`config.mk`:
```
export PLATFORM = sky130hd
export DESIGN_NAME = fetch_arbiter
export DESIGN_NICKNAME = d
export VERILOG_FILES = /design/src/rtl/fetch_arbiter_pkg.sv /design/src/rtl/fetch_arbiter_instr_byte_packer.sv /design/src/rtl/fetch_arbiter.sv
export SDC_FILE = /design/constraint.sdc
export NUM_CORES = 1
export LEC_CHECK = 0
export BUFFER_PORTS_ARGS = -buffer_cell sky130_fd_sc_hd__buf_4
export CAP_MARGIN = 10
export CORE_MARGIN = 2
export CORE_UTILIZATION = 55
export CTS_CLUSTER_SIZE = 30
export DETAILED_ROUTE_END_ITERATION = 12
export HOLD_SLACK_MARGIN = 0.05
export PLACE_DENSITY_LB_ADDON = 0.05
export SLEW_MARGIN = 20
export SYNTH_ARGS = -nofsm -noshare
export SYNTH_HDL_FRONTEND = slang
export SYNTH_SLANG_ARGS = --single-unit
```
`constraint.sdc`:
```
create_clock -name clk -period 3.6 [get_ports clk]
set_clock_uncertainty 0.2 [all_clocks]
set_input_delay 0.54 -clock clk [delete_from_list [all_inputs] [get_ports clk]]
set_output_delay 0.54 -clock clk [all_outputs]
set_load 0.01 [all_outputs]
```
`src/rtl/fetch_arbiter_pkg.sv`:
```
// Shared types and constants for the fetch arbiter.
//   fa_state_e : controller states (idle, byte reads in flight, last byte return)
//   WORD_BYTES : bytes per instruction word
//   CNT_W      : width of the byte counter that walks one word
//   LAST_BYTE  : counter value of the final byte read of a word
package fetch_arbiter_pkg;

  typedef enum logic [1:0] {
    StIdle,
    StRead,
    StWait
  } fa_state_e;

  localparam int unsigned WORD_BYTES = 4;
  localparam int unsigned CNT_W      = 2;

  localparam logic [CNT_W-1:0] LAST_BYTE = CNT_W'(WORD_BYTES - 1);

endpackage

```
`src/rtl/fetch_arbiter_instr_byte_packer.sv`:
```
// Collects the bytes of one instruction as they return from memory and
// presents them as a big-endian word.
//   clk, rst_n  : clock, synchronous active-low reset
//   shift_en    : capture byte_in as the next byte of the word being built
//   load        : byte_in is the final byte; publish the completed word
//   byte_in     : memory read data
//   word        : last completed word, first byte in the top lane; holds between loads
//   word_valid  : one-cycle pulse in the cycle after load
module instr_byte_packer
  import fetch_arbiter_pkg::*;
#(
  parameter int unsigned DATA_WIDTH = 8
) (
  input  logic                             clk,
  input  logic                             rst_n,
  input  logic                             shift_en,
  input  logic                             load,
  input  logic [DATA_WIDTH-1:0]            byte_in,
  output logic [WORD_BYTES*DATA_WIDTH-1:0] word,
  output logic                             word_valid
);

  // The final byte goes straight into the output word, so only the leading
  // bytes need to be staged.
  localparam int unsigned StageW = (WORD_BYTES - 1) * DATA_WIDTH;

  logic [StageW-1:0]                stage_q;
  logic [WORD_BYTES*DATA_WIDTH-1:0] word_q;
  logic                             valid_q;

  always_ff @(posedge clk) begin
    if (!rst_n) begin
      stage_q <= '0;
      word_q  <= '0;
      valid_q <= 1'b0;
    end else begin
      valid_q <= load;
      if (shift_en) begin
        stage_q <= {stage_q[StageW-DATA_WIDTH-1:0], byte_in};
      end
      if (load) begin
        word_q <= {stage_q, byte_in};
      end
    end
  end

  assign word       = word_q;
  assign word_valid = valid_q;

endmodule

```
`src/rtl/fetch_arbiter.sv`:
```
// Shares a byte-wide, synchronous-read program memory between instruction
// fetch (four-byte big-endian reads) and a boot-time byte loader.
//   clk, rst_n         : clock, synchronous active-low reset
//   fetch_req/fetch_pc : fetch request and byte address, sampled on fetch_gnt
//   fetch_gnt          : combinational, fetch accepted this cycle
//   instr_valid/instr  : registered delivered instruction, valid for one cycle
//   ld_we/ld_addr/ld_data : loader byte write request
//   ld_gnt             : combinational, loader write performed this cycle
//   mem_addr/mem_we/mem_wdata/mem_rdata : memory port, read data one cycle late
module fetch_arbiter
  import fetch_arbiter_pkg::*;
#(
  parameter int unsigned ADDRESS_WIDTH = 20,
  parameter int unsigned DATA_WIDTH    = 8
) (
  input  logic                     clk,
  input  logic                     rst_n,
  input  logic                     fetch_req,
  input  logic [ADDRESS_WIDTH-1:0] fetch_pc,
  output logic                     fetch_gnt,
  output logic                     instr_valid,
  output logic [31:0]              instr,
  input  logic                     ld_we,
  input  logic [ADDRESS_WIDTH-1:0] ld_addr,
  input  logic [DATA_WIDTH-1:0]    ld_data,
  output logic                     ld_gnt,
  output logic [ADDRESS_WIDTH-1:0] mem_addr,
  output logic                     mem_we,
  output logic [DATA_WIDTH-1:0]    mem_wdata,
  input  logic [DATA_WIDTH-1:0]    mem_rdata
);

  fa_state_e                state_q;
  logic [CNT_W-1:0]         k_q;
  logic [ADDRESS_WIDTH-1:0] pc_q;

  logic shift_en;
  logic load;

  // Controller state. A started fetch always runs to completion; only reset
  // can abandon it.
  always_ff @(posedge clk) begin
    if (!rst_n) begin
      state_q <= StIdle;
      k_q     <= '0;
      pc_q    <= '0;
    end else begin
      unique case (state_q)
        StIdle: begin
          if (!ld_we && fetch_req) begin
            pc_q    <= fetch_pc;
            k_q     <= '0;
            state_q <= StRead;
          end
        end
        StRead: begin
          k_q <= k_q + CNT_W'(1);
          if (k_q == LAST_BYTE) begin
            state_q <= StWait;
          end
        end
        StWait: begin
          k_q     <= '0;
          state_q <= StIdle;
        end
        default: state_q <= StIdle;
      endcase
    end
  end

  // Port mux and grants. The loader has priority in idle.
  always_comb begin
    fetch_gnt = 1'b0;
    ld_gnt    = 1'b0;
    mem_addr  = '0;
    mem_we    = 1'b0;
    mem_wdata = '0;
    shift_en  = 1'b0;
    load      = 1'b0;
    unique case (state_q)
      StIdle: begin
        if (ld_we) begin
          ld_gnt    = 1'b1;
          mem_we    = 1'b1;
          mem_addr  = ld_addr;
          mem_wdata = ld_data;
        end else if (fetch_req) begin
          fetch_gnt = 1'b1;
        end
      end
      StRead: begin
        // Address wraps modulo the memory size by plain truncation.
        mem_addr = pc_q + ADDRESS_WIDTH'(k_q);
        // Read data lags the address by one cycle: at k>0 it holds byte k-1.
        shift_en = (k_q != '0);
      end
      StWait: begin
        load = 1'b1;
      end
      default: ;
    endcase
  end

  instr_byte_packer #(
    .DATA_WIDTH(DATA_WIDTH)
  ) u_packer (
    .clk       (clk),
    .rst_n     (rst_n),
    .shift_en  (shift_en),
    .load      (load),
    .byte_in   (mem_rdata),
    .word      (instr),
    .word_valid(instr_valid)
  );

endmodule

```
# ---- Word-level counts from Yosys, hierarchy flattened
# Index checks and enable logic that the tools add are counted.
dict set report word_totals {
  reg_bits 81
  latchBits 0
  mem_bits_rw 0
  rom_bits 0
  inputBits 60
  mem_count 0
}
dict set report op_classes {
  n_addsub 2
  mul 0
  div_mod_pow 0
  order_cmp 0
  eq_ne 5
  n_shift 0
  mux 16
  n_bitwise 0
  n_reduce_logical 8
}
# cell n
set ops {}
lappend ops {{one-hot mux 20 bit (2 select lines)} 1}
lappend ops {{adder 20 x 2 -> 20 bit} 1}
lappend ops {{2-to-1 mux 20 bit} 1}
lappend ops {{2-to-1 mux 8 bit} 2}
lappend ops {{2-to-1 mux 1 bit} 7}
lappend ops {{2-to-1 mux 2 bit} 3}
lappend ops {{one-hot mux 2 bit (3 select lines)} 1}
lappend ops {{AND reduction 2 bit} 3}
lappend ops {{equality test 2 bit (second input constant)} 2}
lappend ops {{!= test 2 bit (second input constant)} 2}
lappend ops {{one-hot mux 2 bit (2 select lines)} 1}
lappend ops {{nonzero test 3 bit} 1}
lappend ops {{adder 2 x 1 -> 2 bit (second input constant)} 1}
lappend ops {{equality test 2 x 1 -> 1 bit (second input constant)} 1}
lappend ops {{logical NOT 2 bit} 1}
lappend ops {{nonzero test 2 bit} 1}
lappend ops {{logical AND 1 bit} 1}
lappend ops {{logical NOT 1 bit} 1}

# ---- Longest topological paths before layout
# Gate-level depths: netlist of run 1.
dict set report logic_depth {
  word_depth 4
  depth_mapped 7
  mapped_depth_nobuf 6
}

# ---- Cells and area by module
# Synthesis of run 1 repeated with hierarchy kept, for this count alone.
dict set report hier_totals {
  hier_cells 414
  hier_area_um2 3910.0
}
# mod n_inst cells_per_inst area_per_inst_um2
set modules_own_cells {}
lappend modules_own_cells {instr_byte_packer 1 183 2208.4}
lappend modules_own_cells {fetch_arbiter 1 231 1701.6}

# ---- Worst setup path before layout of run 1
# Ideal clock, no wire load.
dict set report synth_path {
  kind {reg-to-output}
  start {register k_q[0]}
  end {output mem_addr[8]}
  arrival_ns 1.615
  t_required_ns 2.860
  setup_slack_ns 1.245
  stages_incl_launch_ff 7
  path_cell_list {dfxtp_1 ha_1 fa_1 and4_1 nand4_1 xor2_1 o21ai_0}
}
dict set report synth_between {
  elab_chain_cells 2
}
# item line
set synth_rtl {}
lappend synth_rtl {{from (decl)} fetch_arbiter.sv:34} ;# logic [CNT_W-1:0] k_q;
lappend synth_rtl {{from (signal assigned)} fetch_arbiter.sv:57} ;# k_q <= k_q + CNT_W'(1);
lappend synth_rtl {{adder 20 x 2 -> 20 bit} fetch_arbiter.sv:93} ;# mem_addr = pc_q + ADDRESS_WIDTH'(k_q);
lappend synth_rtl {{one-hot mux 20 bit (2 select lines)} fetch_arbiter.sv:80} ;# unique case (state_q)
lappend synth_rtl {{to (decl)} fetch_arbiter.sv:27} ;# output logic [ADDRESS_WIDTH-1:0] mem_addr,
# Every way passes these cells.

# ---- Worst setup path after layout of run 1
dict set report layout_path {
  start {register state_q[0]}
  end {output mem_addr[18]}
}
dict set report layout_between {
  elab_chain_cells 2
}
# item line
set layout_rtl {}
lappend layout_rtl {{from (decl)} fetch_arbiter.sv:33} ;# fa_state_e state_q;
lappend layout_rtl {{from (signal assigned)} fetch_arbiter.sv:44} ;# state_q <= StIdle;
lappend layout_rtl {{from (signal assigned)} fetch_arbiter.sv:53} ;# state_q <= StRead;
lappend layout_rtl {{from (signal assigned)} fetch_arbiter.sv:59} ;# state_q <= StWait;
lappend layout_rtl {{equality test 2 x 1 -> 1 bit or logical NOT 2 bit (tied branches)} fetch_arbiter.sv:80}
lappend layout_rtl {{one-hot mux 20 bit (2 select lines) *} fetch_arbiter.sv:80}
# Every way passes the cells marked *; elsewhere a longest branch is shown, timed or not.

==> results.txt, run 1 <==
The average cell area after synthesis is around 8 sq um. The accumulated negative setup slack came out at 0 ns. During synthesis, Yosys emitted a total of 0 warnings. The portion of total power attributed to combinational logic came out at 0.116.

The clock-pin slew reported for the worst setup and hold paths after clock tree synthesis is 0.08 ns. The startpoint of the most critical hold path is fetch_pc[3]. Summing all placed instances gives a cell area of between 0.004 and 0.005 sq mm.

The top cell types in the final layout, fill and taps aside, are sky130_fd_sc_hd__nand2_1 (178), sky130_fd_sc_hd__buf_4 (127), sky130_fd_sc_hd__dfxtp_1 (81), sky130_fd_sc_hd__a21boi_0 (64), sky130_fd_sc_hd__a21boi_1 (13). Synthesis inferred between 80 and 90 register bits. The cell type contributing the most total cell area after synthesis is sky130_fd_sc_hd__dfxtp_1. The area share of the leading cell type in the synthesized netlist came out at 0.4276. Across the VDD grid, the largest voltage drop is roughly 260 uV.

The final clock period utilization by the worst path is 0.8526. The clock share of power came out at 0.358. The worst register-to-register path begins at state_q[0].

For the pin with the worst max-slew slack, the measured transition is 0.9124 ns. The max-slew violation total from the final report came out at 0. The first global-routing pass estimated 14.95 mm of wire. The global-route total usage across every layer came out at 0.2446. The count of unique library cells instantiated by Yosys came out at 43. Setup repair after global routing left no endpoint under its margin. The area of the die is 0.007575 sq mm. Setup slack on the worst reg-to-reg path comes out at around 1.0 ns. The endpoint of the worst hold-timing path is pc_q[3]. The depth of the worst register-to-register path is 4. The post-detailed-placement half-perimeter wirelength is between 6 and 7 mm. The top fanout value on the critical path came out at 22. The final cell area excluding filler cells is between 0.004 and 0.005 sq mm. The simple-gate portion of the synthesized area is 0.2775. The number of maximum-capacitance constraint violations came out at 0. The final setup violation count is 0. The initial antenna violation count is 0. The number of I/O port buffers came out at roughly 120.

Buffers inserted to repair hold after CTS numbered 0. The vertical die dimension came out at just under 90 um. The area of the mapped netlist came out at 0.003792 sq mm.

The synthesized netlist net count came out at 547. The fraction of final layout cells with drive strength greater than 1 is 0.2513. The first routing iteration left between 100 and 150 violations. The overall die width came out at just under 90 um. The cell-internal power is 0.001339 W. The routed layout has 3533 vias.

The detailed-routing iteration count for the pre-antenna-repair pass is 4. The global placement routability congestion is ~0.88. The async set-or-reset flop fraction in the synthesized netlist came out at 0. The relative slew slack is 0.3911.

The final layout net count came out at 649. The post-CTS setup repair buffer count came out at 0. The count of endpoints failing hold in the final timing report came to 0. The kind of launch point of the worst setup path is a flip-flop. The switching power share of the total came out at 0.2406. The number of synthesized flops with an enable pin is 0.

The share of total power dissipated in sequential elements is 0.527. The post-detailed-route via-to-cell ratio is ~5.3. The synthesized-area fraction occupied by ao, oa, aoi and oai cells is 0.1983.

By startpoint and endpoint, the worst setup path is classified as flip-flop to primary output. Once detail routing completed, the nets flagged for antenna violations numbered 0. The maximum number of pins on one net before global-route repair is 82. Of the total synthesized cell area, the portion taken by full adders, half adders and majority gates is 0.01848. The library cell used most frequently in the layout, excluding fill and tap cells, is sky130_fd_sc_hd__nand2_1. Summed over all layers, the global routing overflow is 0.

The overall routed net length is between 9 and 10 mm. The total core area came out at around 0.0067 sq mm. The arrival time reported for the critical path endpoint came out at 2.33 ns. After synthesis, the largest family of logic cells by area is simple AND/OR/NAND/NOR gates. The relative area change from synthesis to final layout came out at 29.03%. The DRC violations left came out at 0. The endpoint identified for the worst register-to-register timing path is u_packer.stage_q[10]. The gate count after technology mapping is 482. The switching power total is between 0.0004 and 0.0005 W.

For the finished layout, the period the worst path requires is 3.069 ns. After filler insertion, the fill cell instance count of the layout stands at ~560. In this run the clock root is driven by a sky130_fd_sc_hd__clkbuf_8. The number of H-tree branching levels came out at 3. The number of clock buffers added by TritonCTS is 9. In the post-synthesis netlist, the biggest area contributors are sky130_fd_sc_hd__dfxtp_1 (43%), sky130_fd_sc_hd__nand2_1 (18%), sky130_fd_sc_hd__a21boi_0 (13%), sky130_fd_sc_hd__clkbuf_1 (3.1%), sky130_fd_sc_hd__a21boi_1 (2.6%). Among all flip-flop cells after synthesis, the most frequent one is sky130_fd_sc_hd__dfxtp_1.

The timing-limited maximum frequency came out at 325.8 MHz. The cell count of the worst hold path is 3. The xor and xnor fraction of the mapped netlist area came out at 0.02771. Summed over all cells, the static leakage comes to ~2.0 nW. In this run the power density over the cells is between 300 and 400 mW/mm^2. Measured against the total synthesized area, the mux share comes to 0.007918. STA classifies the critical path endpoint as a primary output.

The class of the tightest hold or removal check is input pin to flip-flop. The cell row count came out at 30. The run finished with clean final reports. The number of cells upsized or downsized after cts is 0. The clock latency on the worst-skew pair came out at about 0.34 ns. TritonCTS built the clock tree. The largest buffer count on any clock path is 2. The top-level I/O count is 124.

The share of the Yosys chip area taken by registers is 0.4276. The launching instance or port of the critical path is state_q[0]. The initial core utilization is 0.5644. The routed length per placed instance came out at between 10 and 15 um. The number of diodes added for antenna fixing is 0. The via count of the first global-routing pass is roughly 3400. The required time of the critical path came out at 2.86 ns. Counting every sink on the clock net gives 81.
## metal layers
| metal | track usage | wire length [um] | vias up |
|---|---|---|---|
| li1 | - | - | 1801 |
| met1 | 0.2912 | 3762 | 1610 |
| met2 | 0.4379 | 4615 | 110 |
| met3 | 0.05118 | 633 | 12 |
| met4 | 0.07670 | 144 | 0 |
| met5 | 0 | 0 | - |
## cell families after synthesis
group           Yosys count
fa+ha+maj                 5
compound gates          104
simple gates            236
xor+xnor                 12
flops                    81
mux                       3
buf+inv                  41
## worst max-delay path, cell delays in order (launching register included)
cell and delay (ns):
sky130_fd_sc_hd__dfxtp_1 0.37, sky130_fd_sc_hd__nor2_1 0.48, sky130_fd_sc_hd__and2_1 0.69, sky130_fd_sc_hd__a22oi_1 0.21, sky130_fd_sc_hd__nand2_1 0.12, sky130_fd_sc_hd__buf_4 0.12
## power groups by stage
| stage | clock, W | sequential (W) | combinational (W) |
|---|---|---|---|
| floorplan | 0 | 0.000942 | 0.000106 |
| global placement | 0 | 0.000948 | 0.000200 |
| detailed placement | 0 | 0.000950 | 0.000205 |
| CTS | 0.000647 | 0.000928 | 0.000205 |
| global route | 0.000680 | 0.000932 | 0.000224 |
| finish | 0.000631 | 0.000929 | 0.000204 |
## cell type report
class	instances	area, sq um	share of cell area
sequential	81	1622	0.3314
clock inverter	5	56.30	0.01151
multi-input combinational	360	2012	0.4111
inverter	5	18.77	0.003835
timing repair buffer	127	953.4	0.1948
tap	80	100.1	0.02046
clock buffer	11	131.4	0.02685
## cell usage after synthesis (5+ instances only)
cell type,count
sky130_fd_sc_hd__nor2_1,6
sky130_fd_sc_hd__a21boi_1,13
sky130_fd_sc_hd__nand2_1,178
sky130_fd_sc_hd__a21boi_0,64
sky130_fd_sc_hd__dfxtp_1,81
sky130_fd_sc_hd__o21ai_0,9
sky130_fd_sc_hd__clkbuf_1,31
sky130_fd_sc_hd__xnor2_1,9
sky130_fd_sc_hd__nand2b_1,5
sky130_fd_sc_hd__nand3_1,7
sky130_fd_sc_hd__and3_1,10
## how the worst max path moves through the flow
stage | slack, ns | endpoint | depth (start not counted)
CTS | 0.55 | mem_addr[18] | 5
floorplan | 1.25 | mem_addr[8] | 6
global placement | 1.01 | mem_addr[18] | 5
detailed placement | 0.93 | mem_addr[18] | 5
finish | 0.53 | mem_addr[18] | 5
global route | 0.30 | mem_addr[18] | 5
## metrics by stage
stage	hold slack, ns	instances	setup slack (ns)	total power, W	utilization
floorplan	0.2353	482	1.245	0.001048	-
global placement	0.2429	653	1.007	0.001149	0.7004
detailed placement	0.2461	653	0.9261	0.001154	0.7004
CTS	0.2318	669	0.5515	0.001780	0.7283
global route	0.2456	669	0.3035	0.001836	0.7283
finish	0.2453	669	0.5307	0.001764	0.7283
## sequential cells by signal (all words and copies together), names as in the netlist
name / count
pc_q: 20
k_q: 2
u_packer.word_valid: 1
u_packer.word: 32
u_packer.stage_q: 24
state_q: 2
Power figures use the tool's default switching activity.
==> inputs of run 2 (changes only) <==
--- a/config.mk
+++ b/config.mk
@@ -17,3 +17,4 @@
 export SYNTH_ARGS = -nofsm -noshare
 export SYNTH_HDL_FRONTEND = slang
+export SYNTH_HIERARCHICAL = 1
 export SYNTH_SLANG_ARGS = --single-unit
==> constraint.sdc (replaced) <==
create_clock -name clk -period 3.6 [get_ports clk]
set_clock_uncertainty 0.2 [all_clocks]
set_input_delay 0.54 -clock clk [delete_from_list [all_inputs] [get_ports clk]]
set_output_delay 0.54 -clock clk [all_outputs]
set_load 0.05 [all_outputs]
==> run 2 against run 1 <==
  * Synthesized area up 3.1%
  * Sequential power barely moved
  * Utilization decreased by 0.065 points
  * Combinational power rose by 40%
  * Highest routed layer unchanged
==> results.txt, run 2 <==
The post-layout minimum cycle time came out at 3.175 ns. The number of synthesized flops with an enable pin is 0. The final clock period utilization by the worst path is 0.8819. The path type of the worst setup path is flip-flop to primary output.

The area share of the leading cell type in the synthesized netlist is 0.4147. The area of the die is between 0.007 and 0.008 sq mm. After floorplanning, the core was divided into 30 placement rows. The synthesized netlist net count is 479. The slew of the pin with the lowest slew margin is roughly 0.94 ns. The library cells used most frequently in the layout, excluding fill and tap cells, are sky130_fd_sc_hd__buf_4 (127), sky130_fd_sc_hd__dfxtp_1 (81), sky130_fd_sc_hd__nand2_1 (63), sky130_fd_sc_hd__mux2i_1 (59), sky130_fd_sc_hd__nor2b_1 (57). The max-slew violation total from the final report came out at 0. Sorting the synthesized cells by how often they occur yields sky130_fd_sc_hd__dfxtp_1 (81), sky130_fd_sc_hd__nand2_1 (63), sky130_fd_sc_hd__mux2i_1 (59). The register with the most flip-flops in the layout has 32 of them. Across every metal layer, demand over resource in global routing totals 0.2360. For this design, the CTS-stage hold fixing added 0 buffers.

The most used flip-flop cell after synthesis is sky130_fd_sc_hd__dfxtp_1. Setup repair after global routing left no endpoint under its margin. For this design the ratio of total power to cell area is ~380 mW/mm^2.

The total congestion overflow after global routing came out at 0. The top-level I/O count is around 120. The number of standard cells in the final layout excluding fillers came out at about 630. The portion of total power attributed to combinational logic came out at 0.153. The number of cells upsized or downsized after cts is 0. Of the total power, registers draw 0.497. The initial antenna violation count came out at 0. The global placement routability congestion came out at 1.009. The timing-limited maximum frequency is between 300 and 400 MHz.

The min-delay analysis places its worst path in the category input pin to flip-flop. The clock latency on the worst-skew pair is roughly 0.34 ns. The overall routed net length is around 9 mm.

The final layout net count came out at between 500 and 600. Once layout is done, the placed cells without fillers occupy 0.004971 sq mm. The filler cells instantiated in the layout total 555. The initial DRC count came out at 182.

The total leakage power came out at approximately 1.9 nW. The count of unique library cells instantiated by Yosys is 40. The final setup violation count is 0.

The via count of the first global-routing pass came to just over 3000. The mapped netlist covers approximately 0.0039 sq mm. The overall power consumption came out at 0.001867 W. Detailed routing inserted a total of 3271 vias. The initial core utilization came out at 0.5723.

The clock share of power came out at 0.349. The maximum number of pins on one net before global-route repair came out at between 80 and 90. The die is just under 90 um tall.

The core region is 0.006832 sq mm. For this run, the register share of the synthesized area comes to 0.4147. The run finished with clean final reports.

The arrival time reported for the critical path endpoint is roughly 2.4 ns. The detailed-routing iteration count for the pre-antenna-repair pass is 4. The switching power share of the total is 0.2779. Of all nets on the critical path, the largest fanout is 22.

Leaving out fill and tap cells, the most frequent cell in the layout is sky130_fd_sc_hd__buf_4. The H-tree generated during clock tree synthesis spans 3 levels. The critical path capture point type is a primary output. The total cell area at the placement stage is around 0.0048 sq mm.

Counting tap cells, the placed design contains a total of 609 instances. IR analysis of the VDD net gives a maximum drop of ~420 uV. Once detail routing completed, the nets flagged for antenna violations numbered 0. TritonCTS built the clock tree.

The relative slew slack is 0.3690. The repair_antennas step left the layout with diodes totalling 0. The clock-pin slew reported for the worst setup and hold paths after clock tree synthesis is ~0.080 ns.

At the worst endpoint, the required time is about 2.9 ns. The number of maximum-capacitance constraint violations came out at 0. The post-CTS setup repair buffer count came out at 0. The longest clock path from root to sink contains 2 buffers. The number of I/O port buffers is ~120. The relative area change from synthesis to final layout came out at 27.14%. The post-synthesis register bit count came out at ~80. The clock drives 81 sinks. In the routed layout, each cell is associated on average with a via count of roughly 5.2.

The number of warnings printed during yosys synthesis is 6. In the post-synthesis netlist, the biggest area contributors are sky130_fd_sc_hd__dfxtp_1 (41%), sky130_fd_sc_hd__mux2i_1 (15%), sky130_fd_sc_hd__nor2b_1 (9.3%), sky130_fd_sc_hd__nand2_1 (6.0%), sky130_fd_sc_hd__a21boi_0 (3.5%). The gate count after technology mapping is 414.

The count of endpoints failing hold in the final timing report was 0. TritonCTS created 9 clock buffers. Among all cell types in the netlist, the one instantiated most often is sky130_fd_sc_hd__dfxtp_1. The internal power of the cells totals about 0.0013 W.

The final worst hold slack came out at ~0.24 ns. The fraction of final layout cells with drive strength greater than 1 is 0.2741. The async set-or-reset flop fraction in the synthesized netlist came out at 0. The first global-routing pass estimated around 14 mm of wire. For this design the total switching power over the nets is 0.0005188 W.

The worst setup path is launched from a flip-flop. Setup total negative slack on the finished layout was measured at 0 ns. The clock tree root driver cell is sky130_fd_sc_hd__clkbuf_8. The DRC violations left is 0. The overall die width is roughly 88 um. Once detailed placement completed, the half-perimeter wirelength came to ~6.5 mm.

After detailed routing, the average wire length per cell comes to 14.48 um. Summed over all instances, the cell type with the most area after synthesis is sky130_fd_sc_hd__dfxtp_1. The average cell area after synthesis came out at ~9.4 sq um.
==> run 2: cell count changes after synthesis, sizes merged, moves of 3 or more <==
| cell | change |
|---|---|
| a21boi | -56 |
| xnor2 | -6 |
| or4 | +3 |
| nor2b | +55 |
| nor3 | -3 |
| nand3 | +3 |
| clkbuf | -19 |
| xor2 | +5 |
| mux2i | +56 |
| buf | +11 |
| nand2 | -115 |
==> run 2: path summary, 6_finish.rpt <==
check / from / endpoint / slack (ns) / depth (start not counted)
max: state_q[0] / mem_addr[18] / 0.43 / 5
min: fetch_pc[10] / pc_q[10] / 0.24 / 3
max reg2reg: state_q[0] / u_packer/stage_q[1] / 1.16 / 4
min reg2reg: pc_q[19] / pc_q[19] / 0.28 / 2
==> run 2: logic make-up (layout without fill, tap and decap cells) <==
kind of cell,Yosys count,after routing,share of synthesized area
AO/OA/AOI/OAI,48,48,0.08640
multiplexers,59,59,0.1510
flip-flops,81,81,0.4147
XOR/XNOR,11,11,0.02464
adder cells (fa/ha/maj),5,5,0.01792
AND/OR/NAND/NOR,179,179,0.2454
buffers and inverters,31,146,0.05984
==> run 2: final cells by class <==
class | instances | area [sq um] | share of cell area
Multi-Input combinational cell | 302 | 2069 | 0.4163
Sequential cell | 81 | 1622 | 0.3262
Timing Repair Buffer | 127 | 953.4 | 0.1918
Clock buffer | 10 | 127.6 | 0.02567
Tap cell | 96 | 120.1 | 0.02416
Clock inverter | 6 | 67.56 | 0.01359
Inverter | 3 | 11.26 | 0.002265
==> run 2: critical path, cell delays in order (launching register included) <==
cell and delay (ns):
sky130_fd_sc_hd__dfxtp_1 0.38, sky130_fd_sc_hd__nor2_1 0.43, sky130_fd_sc_hd__and2_1 0.72, sky130_fd_sc_hd__a32o_1 0.23
sky130_fd_sc_hd__nand3b_1 0.13, sky130_fd_sc_hd__buf_4 0.21
==> run 2: routing by layer <==
| layer | GRT usage | wire, um | vias to the layer above |
|---|---|---|---|
| met5 | 0 | 0 | - |
| li1 | - | - | 1626 |
| met3 | 0.06716 | 628 | 10 |
| met1 | 0.3106 | 4032 | 1527 |
| met4 | 0.07025 | 113 | 0 |
| met2 | 0.3794 | 4276 | 108 |
==> run 2: metrics by stage <==
step                utilization  setup slack (ns)
floorplan                     -            0.5243
global placement         0.6991            0.9301
detailed placement       0.6991            0.8543
CTS                      0.7277            0.4589
global route             0.7277            0.2929
finish                   0.7277            0.4253
==> run 2: power by group through the flow <==
stage / logic [W] / clock network [W] / registers [W]
after floorplan: 0.000182 / 0 / 0.000942
after global placement: 0.000283 / 0 / 0.000948
after CTS: 0.000287 / 0.000669 / 0.000927
after global routing: 0.000304 / 0.000710 / 0.000931
final: 0.000286 / 0.000652 / 0.000928
after detailed placement: 0.000286 / 0 / 0.000949
